## config.mk

```make
export PLATFORM = sky130hd
export DESIGN_NAME = seq_divider
export DESIGN_NICKNAME = d
export VERILOG_FILES = /design/src/rtl/seq_divider.sv
export SDC_FILE = /design/constraint.sdc
export NUM_CORES = 1
export LEC_CHECK = 0
export ABC_CLOCK_PERIOD_IN_PS = 4700
export CORE_MARGIN = 4
export CORE_UTILIZATION = 55
export DETAILED_ROUTE_END_ITERATION = 16
export MAX_ROUTING_LAYER = met4
export PLACE_DENSITY = 0.77
export SYNTH_ARGS = -nofsm -noshare
export SYNTH_HDL_FRONTEND = slang
export SYNTH_SLANG_ARGS = --single-unit
```

## constraint.sdc

```tcl
create_clock -name clk -period 4.7 [get_ports clk]
set_input_delay 1.41 -clock clk [delete_from_list [all_inputs] [get_ports clk]]
set_output_delay 1.41 -clock clk [all_outputs]
set_load 0.05 [all_outputs]
```

## src/rtl/seq_divider.sv

```systemverilog
// seq_divider: restoring divider, 2*WIDTH / WIDTH, one quotient bit per cycle MSB first.
// Define SEQ_DIVIDER_EARLY_EXIT_EN to skip the dividend's leading zeros (data-dependent latency).
module seq_divider #(
  parameter int WIDTH = 8
) (
  input  logic               clk,
  input  logic               rst_n,
  input  logic               start,
  input  logic [2*WIDTH-1:0] dividend,
  input  logic [WIDTH-1:0]   divisor,
  output logic [2*WIDTH-1:0] quotient,
  output logic [WIDTH-1:0]   remainder,
  output logic               div_by_zero,
  output logic               busy,
  output logic               finish
);
  localparam int DW = 2*WIDTH;
  localparam int CW = $clog2(DW);
  typedef enum logic {IDLE, CALC} state_t;
  state_t            state;
  logic [DW-1:0]     d, q, q_nxt;
  logic [WIDTH-1:0]  v, r, r_nxt;
  logic [WIDTH:0]    t;
  logic [CW-1:0]     cnt;
  logic              ge;
  always_comb begin
    t     = {r, d[DW-1]};
    ge    = t >= {1'b0, v};
    r_nxt = ge ? WIDTH'(t - {1'b0, v}) : t[WIDTH-1:0];
    q_nxt = {q[DW-2:0], ge};
  end
`ifdef SEQ_DIVIDER_EARLY_EXIT_EN
  // Clamped to DW-1 so a zero dividend still runs one CALC cycle.
  function automatic logic [CW-1:0] lead_zeros(input logic [DW-1:0] x);
    lead_zeros = CW'(DW-1);
    for (int i = 0; i < DW; i++)
      if (x[i]) lead_zeros = CW'(DW-1-i);
  endfunction
  logic [CW-1:0] lz;
  always_comb lz = lead_zeros(dividend);
`endif
  always_ff @(posedge clk) begin
    if (!rst_n) begin
      state       <= IDLE;
      cnt         <= '0;
      d           <= '0;
      v           <= '0;
      r           <= '0;
      q           <= '0;
      quotient    <= '0;
      remainder   <= '0;
      div_by_zero <= 1'b0;
      busy        <= 1'b0;
      finish      <= 1'b0;
    end else begin
      finish <= 1'b0;
      if (finish) div_by_zero <= 1'b0;
      if (state == IDLE) begin
        if (start) begin
`ifdef SEQ_DIVIDER_EARLY_EXIT_EN
          // Skipped leading bits would have produced all-ones quotient bits for a zero divisor.
          d   <= dividend << lz;
          cnt <= lz;
          q   <= {DW{divisor == '0}};
`else
          d   <= dividend;
          cnt <= '0;
          q   <= '0;
`endif
          v     <= divisor;
          r     <= '0;
          busy  <= 1'b1;
          state <= CALC;
        end
      end else begin
        d   <= d << 1;
        r   <= r_nxt;
        q   <= q_nxt;
        cnt <= cnt + 1'b1;
        if (cnt == CW'(DW-1)) begin
          quotient    <= q_nxt;
          remainder   <= r_nxt;
          div_by_zero <= v == '0;
          finish      <= 1'b1;
          busy        <= 1'b0;
          state       <= IDLE;
        end
      end
    end
  end
endmodule

```

# Word-level counts from Yosys, hierarchy flattened

Index checks and enable logic that the tools add are counted.

Add/subtract/negate cells: 2
Magnitude comparators: 1
Equality and inequality tests: 2
Muxes and demuxes: 19
Bitwise logic cells: 2
Reduce and logical (&&, ||, !) cells: 7

Operators by type and width:

| kind                | count |
|---|---|
| $mux 16             | 2 |
| $mux 15             | 2 |
| $mux 8              | 3 |
| $mux 1              | 10 |
| $ge 9x8->1          | 1 |
| $logic_not 8->1     | 1 |
| $mux 4              | 2 |
| $reduce_and 2->1    | 4 |
| $sub 8x8->8         | 1 |
| $add 4x1->4 const B | 1 |
| $eq 4x4->1 const B  | 1 |
| $ne 2x1->1 const B  | 1 |
| $not 1->1           | 2 |
| $reduce_bool 2->1   | 1 |
| $reduce_or 2->1     | 1 |

Register bits after elaboration: 79
Output and inout port bits: 27
Logic and storage cells: 45

# Longest topological paths before layout

Depth after elaboration: 3
Mapped depth: 9

# Worst setup path before layout

No wires, ideal clock.

Path type: in2reg
From: in start
To: reg d[12]
Setup time: 128 ps
Data arrival time: 2,430 ps
Required time: 4,572 ps
Path slack: 2,143 ps
Stages: 6
Path buffers: 2
Cell sequence: clkbuf_1 buf_1 mux2i_1 nor2_1 a21oi_1 nor2_1

Cells in the longest elaborated chain, start to end: 1

Ends and longest elaborated chain:

| element                     | RTL line | text |
|---|---|---|
| start, declared             | 8        | `input logic start,` |
| $reduce_bool 2->1 (no line) | --       |  |
| end signal, assigned        | 66       | `d <= dividend;` |
| end signal, assigned        | 76       | `d <= d << 1;` |
| end, declared               | 21       | `logic [DW-1:0] d, q, q_nxt;` |

Every way passes these cells.
A chain may end at the register's enable or synchronous reset.

# Worst setup path after layout

From: reg remainder[1]
To: out remainder[1]

RTL lines:

| element                | RTL line | text |
|---|---|---|
| start, declared        | 12       | `output logic [WIDTH-1:0] remainder,` |
| start signal, assigned | 82       | `remainder <= r_nxt;` |

No word-level cell between the ends.

==> impl_metrics.json <==
{
  "outcome": "finished clean",
  "htree_levels": 3,
  "p_switching_uw": 607,
  "gpl.final_weighted_congestion": 0.830,
  "timing.hold.ws_ps": 457,
  "fin_nets": 521,
  "fin_skew_ps": 10.9,
  "tightest_slew_ps": 1060,
  "grt_use_total_pct": 22.2,
  "required_ps": 3290,
  "synth_edf_count": 0,
  "r2r_cells": 7,
  "report.final.slew_viol_count": 0,
  "vias_per_cell": 5.55,
  "cts_buffer_depth": 2,
  "placed_cell_area_um2": 4130,
  "cts_made_buffers": 9,
  "cts_tree": "yes",
  "cap_viol_max_count": 0,
  "finalSetupViolations": 0,
  "die_w_um": 88.9,
  "cts_resized": 0,
  "ys.flop_type": "dfxtp_1",
  "wl_per_cell_um": 14.0,
  "clkSinkCount": 79,
  "design.core.area_um2": 6350,
  "hpwl_mm": 5.38,
  "vdd_ir_drop_max_uv": 374,
  "clkLatencyLatePin_ps": 350,
  "drive_gt1_share_pct": 5.73,
  "crit_path_end_kind": "output pin",
  "synthAdderAreaFrac_pct": 3.68,
  "grt_pass1_vias": 2888,
  "use_met3_pct": 4.79,
  "fin_crit_ps": 2960,
  "cp_data_arrival_time_ps": 1550,
  "dieArea_um2": 7910,
  "final_cell_mix": "dfxtp_1, a21oi_1, nand2_1",
  "critPathKind": "reg -> out",
  "crit_family": "buffers and inverters",
  "wl_mm": 7.94,
  "synth_compound_area_share_pct": 18.7,
  "clk_pin_slew_ps": 80,
  "vias": 3139,
  "grt.met1_usage_pct": 29.6,
  "combinationalPowerShare_pct": 27.9,
  "max_freq_mhz": 338,
  "seqPwrFrac_pct": 39.2,
  "synth_cells": 446,
  "drtIter0Drc": 251,
  "fin_crit_sh_pct": 63.0,
  "final_common_cell": "dfxtp_1",
  "hold_class": "reg -> reg",
  "grt_pass1_wl_mm": 13.4,
  "path_depth": 1,
  "synth_nets": 483,
  "area_growth_pct": 21.4,
  "synth.yosys.seq_area_share_pct": 43.9,
  "power_density_nw_per_um2": 428,
  "synth-seq-cells": 79,
  "final_area_um2": 4370,
  "hold_buffers": 0,
  "busiest_layer": "met2",
  "cts_setup_buffers": 0,
  "crit_chain": "clkdlybuf4s50_1",
  "switching_share_pct": 32.5,
  "postSynth.asyncResetShare_pct": 0,
  "ys_types": 49,
  "relSlewSlack_pct": 29.5,
  "whs_path_depth": 2,
  "synthMuxAreaShare_pct": 4.73,
  "num_io_pins": 54,
  "crit_path_start_kind": "register",
  "grt_max_degree": 77,
  "initial_core_util_pct": 56.7,
  "worstPathMaxFanout": 2,
  "drc_errors": 0,
  "rsz0062_at_grt": "false",
  "netlist_area_um2": 3600,
  "overflow": 0,
  "synth_top_family_by_area": "simple AND/OR/NAND/NOR gates",
  "antennaDiodeCount": 0,
  "cts_root_buf": "clkbuf_8",
  "p_int_mw": 1.26,
  "finalHoldViolCount": 0,
  "antenna_found_initial": 0,
  "slowest_stage": "clkdlybuf4s50_1",
  "io_buffers": 53,
  "dr.pass1.iters": 4,
  "cellLeakagePower_nw": 1.64,
  "grtUsageMet2_pct": 33.3,
  "die_y_um": 88.9,
  "ys_warn_count": 0,
  "crit_buf_inv": 1,
  "tns_ps": 0,
  "clock_power_share_pct": 32.9,
  "antenna_left": 0,
  "max_stage_delay_ps": 820,
  "synth-simple-area-share_pct": 23.0,
  "rows": 29,
  "syn-mean-instance-area_um2": 8.07,
  "synthXorXnorAreaFrac_pct": 0.973
}
[registers in the layout, summed over array words and instances (netlist names)]
| register | cells |
|---|---|
| d | 16 |
| finish | 1 |
| remainder | 8 |
| q | 15 |
| busy | 1 |
| div_by_zero | 1 |
| v | 8 |
| r | 8 |
| quotient | 16 |
| cnt | 4 |
| state | 1 |
[synth_stat cells (7+ instances only)]
library cell / number / share of area [%]
a21oi_1: 67 / 9.3
nor3b_1: 15 / 3.1
clkbuf_1: 20 / 2.1
nor2_1: 58 / 6.0
dfxtp_1: 79 / 44
o21ai_0: 13 / 1.8
nand2_1: 59 / 6.2
ha_1: 9 / 3.1
nor3_1: 7 / 0.97
nand3_1: 16 / 2.2
mux2i_1: 17 / 4.7
inv_1: 13 / 1.4
[through the flow]
| step | utilization, % | cells | total power [mW] | worst slack, ps |
|---|---|---|---|---|
| floorplan | - | 446 | 1.15 | 2140 |
| global placement | 65.0 | 550 | 1.24 | 1560 |
| detailed placement | 65.0 | 550 | 1.25 | 1560 |
| CTS | 68.8 | 566 | 1.87 | 1730 |
| global route | 68.8 | 566 | 1.96 | 1700 |
| finish | 68.8 | 566 | 1.87 | 1740 |
[area by class of cell]
type | instances | area (um2)
sequential | 79 | 1580
clock inverter | 5 | 104
tap | 77 | 96.3
multi-input combinational | 323 | 1840
timing repair buffer | 57 | 556
fill | 539 | 1980
clock buffer | 11 | 141
inverter | 14 | 52.6
[cells by family after synthesis]
kind of cell / after synthesis
AO/OA/AOI/OAI: 114
XOR/XNOR: 4
adder cells (fa/ha/maj): 10
buffers and inverters: 44
flip-flops: 79
multiplexers: 17
AND/OR/NAND/NOR: 178
[path summary, 6_finish.rpt]
check,startpoint,to,slack [ps]
setup / recovery,remainder[1],remainder[1],1740
hold / removal,quotient[4],quotient[4],460
setup reg to reg,v[6],r[6],2130
hold reg to reg,quotient[4],quotient[4],460
[power by group through the flow]
stage | combinational [mW] | clock [mW] | sequential [mW]
5_1_grt | 0.570 | 0.655 | 0.737
3_5_place_dp | 0.504 | 0 | 0.748
2_1_floorplan | 0.410 | 0 | 0.739
6_report | 0.521 | 0.616 | 0.733
4_1_cts | 0.510 | 0.626 | 0.732
3_3_place_gp | 0.496 | 0 | 0.747
[per-layer routing]
metal | up-vias | part of all wire [%]
met5 | - | 0
met4 | 0 | 1.3
met3 | 12 | 5.0
met2 | 85 | 46
met1 | 1415 | 48
li1 | 1627 | -
Power figures use the tool's default switching activity.
